**src/rtl/mdu_pkg.sv**
```systemverilog
// Shared encodings for the iterative multiply/divide unit.
package mdu_pkg;

    localparam logic [2:0] OP_MULT  = 3'b000;
    localparam logic [2:0] OP_MULTU = 3'b001;
    localparam logic [2:0] OP_DIV   = 3'b010;
    localparam logic [2:0] OP_DIVU  = 3'b011;
    localparam logic [2:0] OP_MTHI  = 3'b100;
    localparam logic [2:0] OP_MTLO  = 3'b101;

    typedef enum logic [1:0] {
        S_IDLE = 2'd0,
        S_CALC = 2'd1,
        S_DONE = 2'd2
    } state_e;

endpackage

```
**src/rtl/mdu_divstep.sv**
```systemverilog
// One restoring-divide step: shift the next dividend bit into the partial
// remainder, subtract the divisor, keep the difference if it did not go negative.
module mdu_divstep #(
    parameter int WIDTH = 32
) (
    input  logic [WIDTH-1:0] rem,
    input  logic [WIDTH-1:0] quo,
    input  logic [WIDTH-1:0] dvs,
    output logic [WIDTH-1:0] rem_n,
    output logic [WIDTH-1:0] quo_n
);

    logic [WIDTH:0] part;
    logic [WIDTH:0] diff;

    assign part  = {rem, quo[WIDTH-1]};
    assign diff  = part - {1'b0, dvs};
    // diff[WIDTH] set means the trial subtraction borrowed: restore.
    assign rem_n = diff[WIDTH] ? part[WIDTH-1:0] : diff[WIDTH-1:0];
    assign quo_n = {quo[WIDTH-2:0], ~diff[WIDTH]};

endmodule

```
**src/rtl/mdu_iter.sv**
```systemverilog
// Iterative HI/LO multiply/divide unit: one shift-add or restoring step per cycle.
// MDU_UNSIGNED_EN enables MULTU/DIVU; without it those encodings are ignored.
module mdu_iter
    import mdu_pkg::*;
#(
    parameter int WIDTH = 32
) (
    input  logic             clk,
    input  logic             rst,
    input  logic             start,
    input  logic [2:0]       op,
    input  logic [WIDTH-1:0] a,
    input  logic [WIDTH-1:0] b,
    input  logic             flush,
    output logic             busy,
    output logic             done,
    output logic             div0,
    output logic [WIDTH-1:0] hi,
    output logic [WIDTH-1:0] lo
);

    localparam int CW = $clog2(WIDTH + 1);

    state_e             state;
    logic [CW-1:0]      cnt;
    logic [2*WIDTH-1:0] acc;
    logic [WIDTH-1:0]   opb;
    logic               is_div_q, q_neg, r_neg, div0_q;

    logic               is_signed, op_mul, op_div;
    logic               a_neg, b_neg;
    logic [WIDTH-1:0]   a_mag, b_mag;

`ifdef MDU_UNSIGNED_EN
    assign is_signed = (op == OP_MULT) || (op == OP_DIV);
    assign op_mul    = (op == OP_MULT) || (op == OP_MULTU);
    assign op_div    = (op == OP_DIV)  || (op == OP_DIVU);
`else
    assign is_signed = 1'b1;
    assign op_mul    = (op == OP_MULT);
    assign op_div    = (op == OP_DIV);
`endif

    assign a_neg = is_signed & a[WIDTH-1];
    assign b_neg = is_signed & b[WIDTH-1];
    assign a_mag = a_neg ? (~a + 1'b1) : a;
    assign b_mag = b_neg ? (~b + 1'b1) : b;

    // acc holds {partial, multiplier} for multiply and {remainder, quotient} for divide.
    logic [WIDTH:0]     msum;
    logic [2*WIDTH-1:0] mul_n, div_n, step_n, res;

    assign msum  = {1'b0, acc[2*WIDTH-1:WIDTH]} + ({(WIDTH+1){acc[0]}} & {1'b0, opb});
    assign mul_n = {msum, acc[WIDTH-1:1]};

    mdu_divstep #(.WIDTH(WIDTH)) u_divstep (
        .rem   (acc[2*WIDTH-1:WIDTH]),
        .quo   (acc[WIDTH-1:0]),
        .dvs   (opb),
        .rem_n (div_n[2*WIDTH-1:WIDTH]),
        .quo_n (div_n[WIDTH-1:0])
    );

    assign step_n = is_div_q ? div_n : mul_n;

    // Sign fix-up; remainder follows the dividend, zero divisor forces LO to all ones.
    always_comb begin
        res = q_neg ? (~step_n + 1'b1) : step_n;
        if (is_div_q) begin
            res[WIDTH-1:0] = div0_q ? '1 :
                             (q_neg ? (~step_n[WIDTH-1:0] + 1'b1) : step_n[WIDTH-1:0]);
            res[2*WIDTH-1:WIDTH] = r_neg ? (~step_n[2*WIDTH-1:WIDTH] + 1'b1)
                                         : step_n[2*WIDTH-1:WIDTH];
        end
    end

    always_ff @(posedge clk or posedge rst) begin
        if (rst) begin
            state    <= S_IDLE;
            cnt      <= '0;
            acc      <= '0;
            opb      <= '0;
            is_div_q <= 1'b0;
            q_neg    <= 1'b0;
            r_neg    <= 1'b0;
            div0_q   <= 1'b0;
            busy     <= 1'b0;
            done     <= 1'b0;
            div0     <= 1'b0;
            hi       <= '0;
            lo       <= '0;
        end else begin
            done <= 1'b0;
            div0 <= 1'b0;
            if (flush) begin
                state <= S_IDLE;
                busy  <= 1'b0;
                cnt   <= '0;
            end else if (state == S_CALC) begin
                acc <= step_n;
                cnt <= cnt - 1'b1;
                if (cnt == CW'(1)) begin
                    state    <= S_DONE;
                    busy     <= 1'b0;
                    done     <= 1'b1;
                    div0     <= div0_q;
                    {hi, lo} <= res;
                end
            end else if (start && (op_mul || op_div)) begin
                state    <= S_CALC;
                busy     <= 1'b1;
                cnt      <= CW'(WIDTH);
                acc      <= {{WIDTH{1'b0}}, a_mag};
                opb      <= b_mag;
                is_div_q <= op_div;
                q_neg    <= a_neg ^ b_neg;
                r_neg    <= a_neg;
                div0_q   <= op_div && (b == '0);
            end else begin
                state <= S_IDLE;
                if (start && op == OP_MTHI) hi <= a;
                if (start && op == OP_MTLO) lo <= a;
            end
        end
    end

endmodule
```
**config.mk**
```make
export PLATFORM = sky130hd
export DESIGN_NAME = mdu_iter
export DESIGN_NICKNAME = d
export VERILOG_FILES = /design/src/rtl/mdu_pkg.sv /design/src/rtl/mdu_divstep.sv /design/src/rtl/mdu_iter.sv
export SDC_FILE = /design/constraint.sdc
export NUM_CORES = 1
export LEC_CHECK = 0
export CORE_MARGIN = 3
export CORE_UTILIZATION = 30
export CTS_BUF_LIST = sky130_fd_sc_hd__clkbuf_8
export DETAILED_ROUTE_END_ITERATION = 8
export GPL_TIMING_DRIVEN = 0
export PLACE_DENSITY = 0.5
export SYNTH_ARGS = -nofsm -noshare
export SYNTH_HDL_FRONTEND = slang
export SYNTH_SLANG_ARGS = --single-unit
```
**constraint.sdc**
```tcl
create_clock -name clk -period 6.6 [get_ports clk]
set_input_delay 1.98 -clock clk [delete_from_list [all_inputs] [get_ports clk]]
set_output_delay 1.98 -clock clk [all_outputs]
set_load 0.1 [all_outputs]
```
==> results of run 1 <==
## power groups by stage
stage	registers, W	clock network (W)	logic, W
final	0.00173	0.000829	0.00566
after CTS	0.00172	0.000851	0.00553
after global placement	0.00173	0	0.00547
after global routing	0.00176	0.000884	0.00601
after floorplan	0.00255	0	0.00293
after detailed placement	0.00174	0	0.00549
## timing repair
item | 4_1_cts | 5_1_grt
pin swaps | 0 | 3
resized for setup | 14 | 23
endpoints found under the setup margin | 26 | 13
setup buffers | 0 | 3
endpoints found under the hold margin | 0 | 0
cloned | 0 | 0
hold buffers | 0 | 0
## stage by stage
| stage | cells | hold WS [ns] | instance area (um2) | utilization [%] |
|---|---|---|---|---|
| floorplan | 2117 | 0.4704 | 15950 | - |
| global placement | 2933 | 0.4809 | 18160 | 34.97 |
| detailed placement | 2938 | 0.4729 | 18260 | 35.17 |
| CTS | 2968 | 0.5061 | 18700 | 36.00 |
| global route | 2971 | 0.5168 | 18790 | 36.19 |
| finish | 2972 | 0.5009 | 18790 | 36.20 |
## metal layers
metal | part of all wire [%] | wire, um
met4 | 2.6 | 1931
met2 | 43 | 32160
met3 | 7.9 | 5976
met1 | 47 | 35200
met5 | 0 | 0
## placed cells by master (no fill, tap or decap), types with 7 or more instances in the layout
| cell | instances |
|---|---|
| o211ai_1 | 22 |
| o31ai_1 | 35 |
| nand4_1 | 26 |
| clkbuf_8 | 19 |
| dfrtp_1 | 175 |
| or2_2 | 11 |
| and3_1 | 16 |
| buf_2 | 20 |
| o41ai_1 | 13 |
| xnor2_1 | 74 |
| nand2b_1 | 26 |
| and2_1 | 14 |
| nand2_1 | 256 |
| mux2i_1 | 35 |
| or3_1 | 27 |
| nor2b_1 | 10 |
| inv_1 | 67 |
| a31oi_1 | 63 |
| o221ai_1 | 8 |
| a21o_1 | 29 |
| ha_1 | 70 |
| buf_1 | 8 |
| clkbuf_1 | 83 |
| o21ai_0 | 179 |
| or4_1 | 11 |
| clkdlybuf4s50_1 | 136 |
| o22ai_1 | 7 |
| a211oi_1 | 14 |
| nor4_1 | 15 |
| mux2_2 | 18 |
| nor3_1 | 47 |
| xor2_1 | 74 |
| o21a_1 | 16 |
| buf_4 | 7 |
| a22o_1 | 18 |
| a21oi_1 | 194 |
| nor2_1 | 241 |
| nand3_1 | 40 |
## worst reg2reg max path, cell delays in order, from the launching register on
cell and delay [ns]:
dfrtp_1 0.35, buf_6 0.20, buf_2 0.38, buf_2 0.38, buf_2 0.39, buf_4 0.33, buf_6 0.32, buf_4 0.35
mux2_2 0.41, inv_1 0.06, ha_1 0.21, o211ai_1 0.17, o21bai_2 0.28, nand2b_1 0.20, nand2b_4 0.22, or3_4 0.44
nor4_4 0.27, buf_4 0.19, nor2_2 0.09, o41ai_2 0.35, xor2_1 0.30, o21ai_1 0.13, mux2_2 0.31
## final cells by class
| type | count | area (um2) |
|---|---|---|
| inverters | 70 | 266.5 |
| well taps | 680 | 850.8 |
| plain buffers | 122 | 534.3 |
| repair buffers | 144 | 1484 |
| multi-input cells | 1748 | 10870 |
| fillers | 5589 | 33130 |
| flip-flops and latches | 175 | 4379 |
| diodes | 1 | 2.502 |
| clock inverters | 13 | 142.6 |
| clock buffers | 19 | 261.5 |
## registers in the layout, indices dropped and copies added (netlist names)
name      count
lo           32
state         2
div0          1
is_div_q      1
div0_q        1
done          1
q_neg         1
cnt           6
opb          32
r_neg         1
busy          1
acc          64
hi           32
## final timing paths
| kind | endpoint | depth (start not counted) | start | slack, ns |
|---|---|---|---|---|
| worst max-delay path | hi[20] | 22 | is_div_q | 0.17 |
| worst min-delay path | hi[18] | 1 | hi[18] | 0.50 |
| worst max register to register | hi[20] | 22 | is_div_q | 0.17 |
| worst min register to register | hi[18] | 1 | hi[18] | 0.50 |
| max in group asynchronous | lo[8] | 5 | rst | 3.72 |
| min in group asynchronous | opb[11] | 2 | rst | 1.85 |
## synth_stat cells, types with 36 or more instances
library cell	n
a21oi_1	197
a31oi_1	64
clkbuf_1	86
dfrtp_1	175
ha_1	70
inv_1	68
mux2i_1	36
nand2_1	258
nand3_1	41
nor2_1	242
nor3_1	47
o21ai_0	179
xnor2_1	74
xor2_1	74
## logic make-up after synthesis
family	count (synthesis)	share of synthesized area (%)
fa+ha+maj	72	5.744
compound gates	694	27.55
xor+xnor	148	8.130
flops	175	27.47
simple gates	780	22.70
mux	54	3.531
buf+inv	194	4.881
==> summary.txt, run 1 <==
Run status
  – Outcome: finished clean

Global route
  – Total track usage: 26.32%
  – M3 GR Usage: 3.948%
  – Largest net degree at the start of global routing: 42
  – Met2 Usage GRT: 39.40%
  – M1 GR Usage: 38.83%
  – Total grt overflow: 0
  – First-pass GRT wire length: 111,500 um
  – Initial antenna violation count: 2
  – GRT Max-Usage Layer: met2
  – Vias in the first global route: 16,870

Placement
  – Placer congestion estimate: 0.9591
  – Post-DP HPWL: 59,720 um
  – Number of port buffers: 136
  – Place WS: -2.448 ns

Final layout
  – Share of layout cells above drive strength 1: 6.460%
  – Fin nets: 2,421
  – Area Growth Syn to Fin: 17.88%

Drt
  – WL final: 75,270 um
  – Vias per std cell: 5.898
  – DR DRC count: 0
  – Vias: 17,530
  – Routed Antenna Nets: 0
  – Pre-Repair DR Iteration Count: 6
  – Drt initial violations: 1,950
  – Per-cell routed wire length: 25.32 um

STA
  – Max-slew violation count: 0
  – Max_slew headroom: 19.19%
  – Final Worst Setup Slack: 0.1662 ns
  – Tcrit/Tclk final: 97.48%
  – RSZ-0062 raised after global routing: no
  – Fmax: 0.1554 GHz
  – Final setup vio count: 0
  – Post-layout min period: 6.434 ns
  – Worst Clk Skew: 0.02586 ns
  – Slew of the pin with the lowest slew margin: 1.212 ns
  – Setup TNS Final: 0 ns
  – Hold Fails Final Rpt: 0

Logic synthesis
  – Yosys reg bits: 175
  – Mapped Cells: 2,117
  – Unique masters post-synth: 91
  – Seq/Total Area, Yosys: 27.47%
  – Area leader, netlist: dfrtp_1
  – Post-synth top area share: 27.47%
  – Area of the mapped netlist: 15,940 um2
  – Net Count, Synth: 2,260
  – Top_reg_cell synth: dfrtp_1
  – Asr flop ratio synth: 100.0%
  – Top cells by area, synth: dfrtp_1, a21oi_1, nand2_1
  – Synthesized area per cell: 7.531 um2
  – Post-synth EDFFs: 0
  – Synth Warn #: 0

Floorplan
  – Width of the die: 236.5 um
  – Core region area: 51,920 um2
  – # rows: 83
  – Die area: 55,950 um2
  – Die H: 236.5 um
  – I/O pin count: 138
  – Initial core utilization: 30.71%

Setup path
  – Worst Setup End Kind: flop
  – Critical path buffers and inverters: 9
  – Worst-path fanout max: 19
  – Critical path's slowest cell: or3_4
  – Delay-heaviest family, CP: buffers and inverters
  – Critical path class: reg -> reg
  – Worst path arrival time: 6.90 ns
  – CP Cell Sequence: buf_6 > buf_2 > buf_2 > buf_2 > buf_4 > buf_6 > buf_4 > mux2_2 > inv_1 > ha_1 > o211ai_1 > o21bai_2 > nand2b_1 > nand2b_4 > or3_4 > nor4_4 > buf_4 > nor2_2 > o41ai_2 > xor2_1 > o21ai_1 > mux2_2
  – Crit start category: flop
  – Crit path required time: 7.07 ns
  – Crit path largest cell delay: 0.43 ns

CTS
  – Root buf cell: clkbuf_8
  – Clock insertion delay at the later pin of the skew report: 0.59 ns
  – H-tree Lvls: 4
  – CTS tree: done
  – CTS Buffer Depth: 2
  – Clock transition at the registers of the reported paths: 0.12 ns
  – CTS Sinks: 175
  – Clock buffer count from CTS: 17

Hold path
  – HP Class: reg -> reg

Pwr
  – Net Sw Power: 0.004815 W
  – Peak supply drop: 324.2 uV
  – Total power: 0.008214 W
  – Sequential share of power: 21.1%
  – Comb pwr share: 68.8%
  – LEAKAGE: 7.684 nW
  – Clock Power Share: 10.1%
  – Pwr/cell area: 437.1 nW/um2
  – Switching part of the total: 58.62%
  – Int Pwr: 0.003399 W

Flow run
  – Max-Cap Viols: 0
Power figures use the tool's default switching activity.
==> run 2: changes to the inputs <==
--- a/config.mk
+++ b/config.mk
@@ -5,6 +5,7 @@
 export SDC_FILE = /design/constraint.sdc
 export NUM_CORES = 1
 export LEC_CHECK = 0
+export CAP_MARGIN = 20
 export CORE_MARGIN = 3
 export CORE_UTILIZATION = 30
 export CTS_BUF_LIST = sky130_fd_sc_hd__clkbuf_8
==> constraint.sdc (replaced) <==
create_clock -name clk -period 5.9 [get_ports clk]
set_input_delay 1.77 -clock clk [delete_from_list [all_inputs] [get_ports clk]]
set_output_delay 1.77 -clock clk [all_outputs]
set_load 0.1 [all_outputs]
==> summary.txt, run 2 (synthesis results as in run 1) <==
Floorplan
  – Die area: 55,950 um2 (unchanged)
  – Die H: 236.5 um (unchanged)
  – Initial core utilization: 30.71% (unchanged)
  – Core region area: 51,920 um2 (unchanged)
  – I/O pin count: 138 (unchanged)
  – Width of the die: 236.5 um (unchanged)
  – # rows: 83 (unchanged)

Final layout
  – Area Growth Syn to Fin: 20.80% (was 17.88%)
  – # fillers: 5,537 (was 5,589)
  – Biggest register: acc (unchanged)
  – Most common cell after layout, fill and taps aside: nand2_1 (unchanged)
  – Fin nets: 2,458 (was 2,421)
  – Finished Core Util: 37.09% (was 36.20%)
  – Most frequent cells in the layout: nand2_1, nor2_1, a21oi_1 (unchanged)
  – Number of flip-flops in the largest register: 64 (unchanged)
  – Share of layout cells above drive strength 1: 9.021% (was 6.460%)
  – Final non-filler cell area: 19,260 um2 (was 18,790 um2)

Placement
  – Place WS: -3.140 ns (was -2.448 ns)
  – Post-DP HPWL: 59,620 um (was 59,720 um)
  – Post-DP Area: 18,260 um2 (unchanged)
  – Number of port buffers: 136 (unchanged)
  – Placer congestion estimate: 0.9591 (unchanged)

Setup path
  – Worst path arrival time: 6.29 ns (was 6.90 ns)
  – Crit path required time: 6.40 ns (was 7.07 ns)
  – Critical path buffers and inverters: 24 (was 9)
  – R2R Path End: acc[0] (was hi[20])
  – Crit start category: flop (unchanged)
  – Top cell by count, worst path: buf_4
  – Delay-heaviest family, CP: buffers and inverters (unchanged)
  – Crit path largest cell delay: 0.45 ns (was 0.43 ns)
  – Critical path's slowest cell: dfrtp_2 (was or3_4)
  – R2r startpoint: acc[31] (was is_div_q)
  – R2R depth: 35 (was 22)
  – Worst Setup End Kind: flop (unchanged)
  – Flop-to-flop setup slack: 0.11 ns (was 0.17 ns)
  – Critical path class: reg -> reg (unchanged)
  – Worst-path fanout max: 4 (was 19)

STA
  – Hold Fails Final Rpt: 0 (unchanged)
  – Tcrit/Tclk final: 98.19% (was 97.48%)
  – Fmax: 0.1726 GHz (was 0.1554 GHz)
  – Slew of the pin with the lowest slew margin: 1.099 ns (was 1.212 ns)
  – Max_slew headroom: 26.22% (was 19.19%)
  – Final setup vio count: 0 (unchanged)
  – Worst Clk Skew: 0.02556 ns (was 0.02586 ns)
  – Post-layout min period: 5.793 ns (was 6.434 ns)
  – Max-slew violation count: 0 (unchanged)
  – Final Worst Setup Slack: 0.1070 ns (was 0.1662 ns)
  – WHS: 0.5048 ns (was 0.5009 ns)
  – Setup TNS Final: 0 ns (unchanged)

Global route
  – Total track usage: 26.69% (was 26.32%)
  – Initial antenna violation count: 3 (was 2)
  – M1 GR Usage: 39.16% (was 38.83%)
  – Largest net degree at the start of global routing: 42 (unchanged)
  – First-pass GRT wire length: 113,000 um (was 111,500 um)
  – M3 GR Usage: 4.752% (was 3.948%)
  – Vias in the first global route: 17,050 (was 16,870)
  – Total grt overflow: 0 (unchanged)
  – GRT Max-Usage Layer: met2 (unchanged)
  – Met2 Usage GRT: 39.73% (was 39.40%)

Drt
  – WL final: 76,290 um (was 75,270 um)
  – Vias: 17,810 (was 17,530)
  – Per-cell routed wire length: 25.35 um (was 25.32 um)
  – Routed Antenna Nets: 0 (unchanged)
  – Vias per std cell: 5.917 (was 5.898)
  – Drt initial violations: 2,000 (was 1,950)
  – DR DRC count: 0 (unchanged)
  – Pre-Repair DR Iteration Count: 6 (unchanged)

Pwr
  – Int Pwr: 0.003961 W (was 0.003399 W)
  – Sequential share of power: 20.4% (was 21.1%)
  – LEAKAGE: 7.930 nW (was 7.684 nW)
  – Pwr/cell area: 490.5 nW/um2 (was 437.1 nW/um2)
  – Switching part of the total: 58.07% (was 58.62%)
  – Clock Power Share: 9.8% (was 10.1%)
  – Peak supply drop: 323.4 uV (was 324.2 uV)
  – Net Sw Power: 0.005486 W (was 0.004815 W)
  – Comb pwr share: 69.7% (was 68.8%)

CTS
  – CTS Sinks: 175 (unchanged)
  – H-tree Lvls: 4 (unchanged)
  – Hold_buf cts: 0 (unchanged)
  – Root buf cell: clkbuf_8 (unchanged)
  – CTS tree: done (unchanged)
  – CTS Buffer Depth: 2 (unchanged)
  – Clock transition at the registers of the reported paths: 0.12 ns (about the same)
  – Clock insertion delay at the later pin of the skew report: 0.59 ns (about the same)
  – Clock buffer count from CTS: 17 (unchanged)

Hold path
  – Hold Crit Start: hi[18] (unchanged)
  – Worst Hold Depth: 1 (unchanged)
  – HP Class: reg -> reg (unchanged)
  – Hold endpoint: hi[18] (unchanged)

Run status
  – Outcome: finished clean (unchanged)

Flow run
  – Max-Cap Viols: 0 (unchanged)
-- run 2: cell count changes in the layout (fill, tap and decap cells not counted), moves of 3 or more --
cell / before / now
clkbuf_1: 83 / 79
buf_6: 4 / 7
buf_2: 20 / 17
buf_4: 7 / 45
clkbuf_2: 2 / 5
-- run 2: worst max-delay path by stage --
stage,from,end,slack (ns),cells past startpoint
after global placement,is_div_q,hi[20],-3.16,23
after global routing,acc[31],lo[0],-0.007,35
final,acc[31],acc[0],0.11,35
after floorplan,is_div_q,hi[20],0.39,23
after CTS,acc[31],acc[0],0.04,35
after detailed placement,is_div_q,hi[20],-3.14,23
-- run 2: power groups by stage --
| stage | Combinational [W] | Sequential (W) | Clock, W |
|---|---|---|---|
| 2_1_floorplan | 0.00327 | 0.00285 | 0 |
| 3_3_place_gp | 0.00612 | 0.00194 | 0 |
| 3_5_place_dp | 0.00614 | 0.00194 | 0 |
| 4_1_cts | 0.00634 | 0.00192 | 0.000948 |
| 5_1_grt | 0.00698 | 0.00197 | 0.000989 |
| 6_report | 0.00659 | 0.00193 | 0.000927 |
-- run 2: worst register-to-register path: cells and delay by family (launching register included) --
family	cells	cell delay, ns
AO/OA/AOI/OAI	7	1.29
buffers and inverters	24	2.89
flip-flops	1	0.45
adder cells (fa/ha/maj)	2	0.55
AND/OR/NAND/NOR	2	0.55
-- run 2: per-stage QoR --
stage | total power (W) | cells
finish | 0.009448 | 3009
global route | 0.009940 | 3009
CTS | 0.009210 | 2996
detailed placement | 0.008082 | 2938
global placement | 0.008058 | 2933
floorplan | 0.006122 | 2117
-- run 2: metal layers --
metal  vias to the layer above  routed length (um)  share of wire [%]
li1                       8087                   -                  -
met1                      8809               35250                 46
met2                       808               32900                 43
met3                       101                6286                8.2
met4                         0                1846                2.4
met5                         -                   0                  0
-- run 2: cell type report --
| cell class | instances | area [um2] | share of cell area, % |
|---|---|---|---|
| Antenna cell | 1 | 2.502 | 0.01299 |
| Buffer | 121 | 563.0 | 2.923 |
| Clock buffer | 19 | 261.5 | 1.358 |
| Clock inverter | 13 | 130.1 | 0.6756 |
| Inverter | 70 | 266.5 | 1.384 |
| Multi-Input combinational cell | 1748 | 11040 | 57.30 |
| Sequential cell | 175 | 4382 | 22.75 |
| Tap cell | 680 | 850.8 | 4.417 |
| Timing Repair Buffer | 182 | 1769 | 9.185 |
-- run 2: what timing repair did --
item | CTS | global route
resized for setup | 53 | 32
setup endpoints to repair | 54 | 20
pin swaps | 4 | 17
buffers inserted | 27 | 13
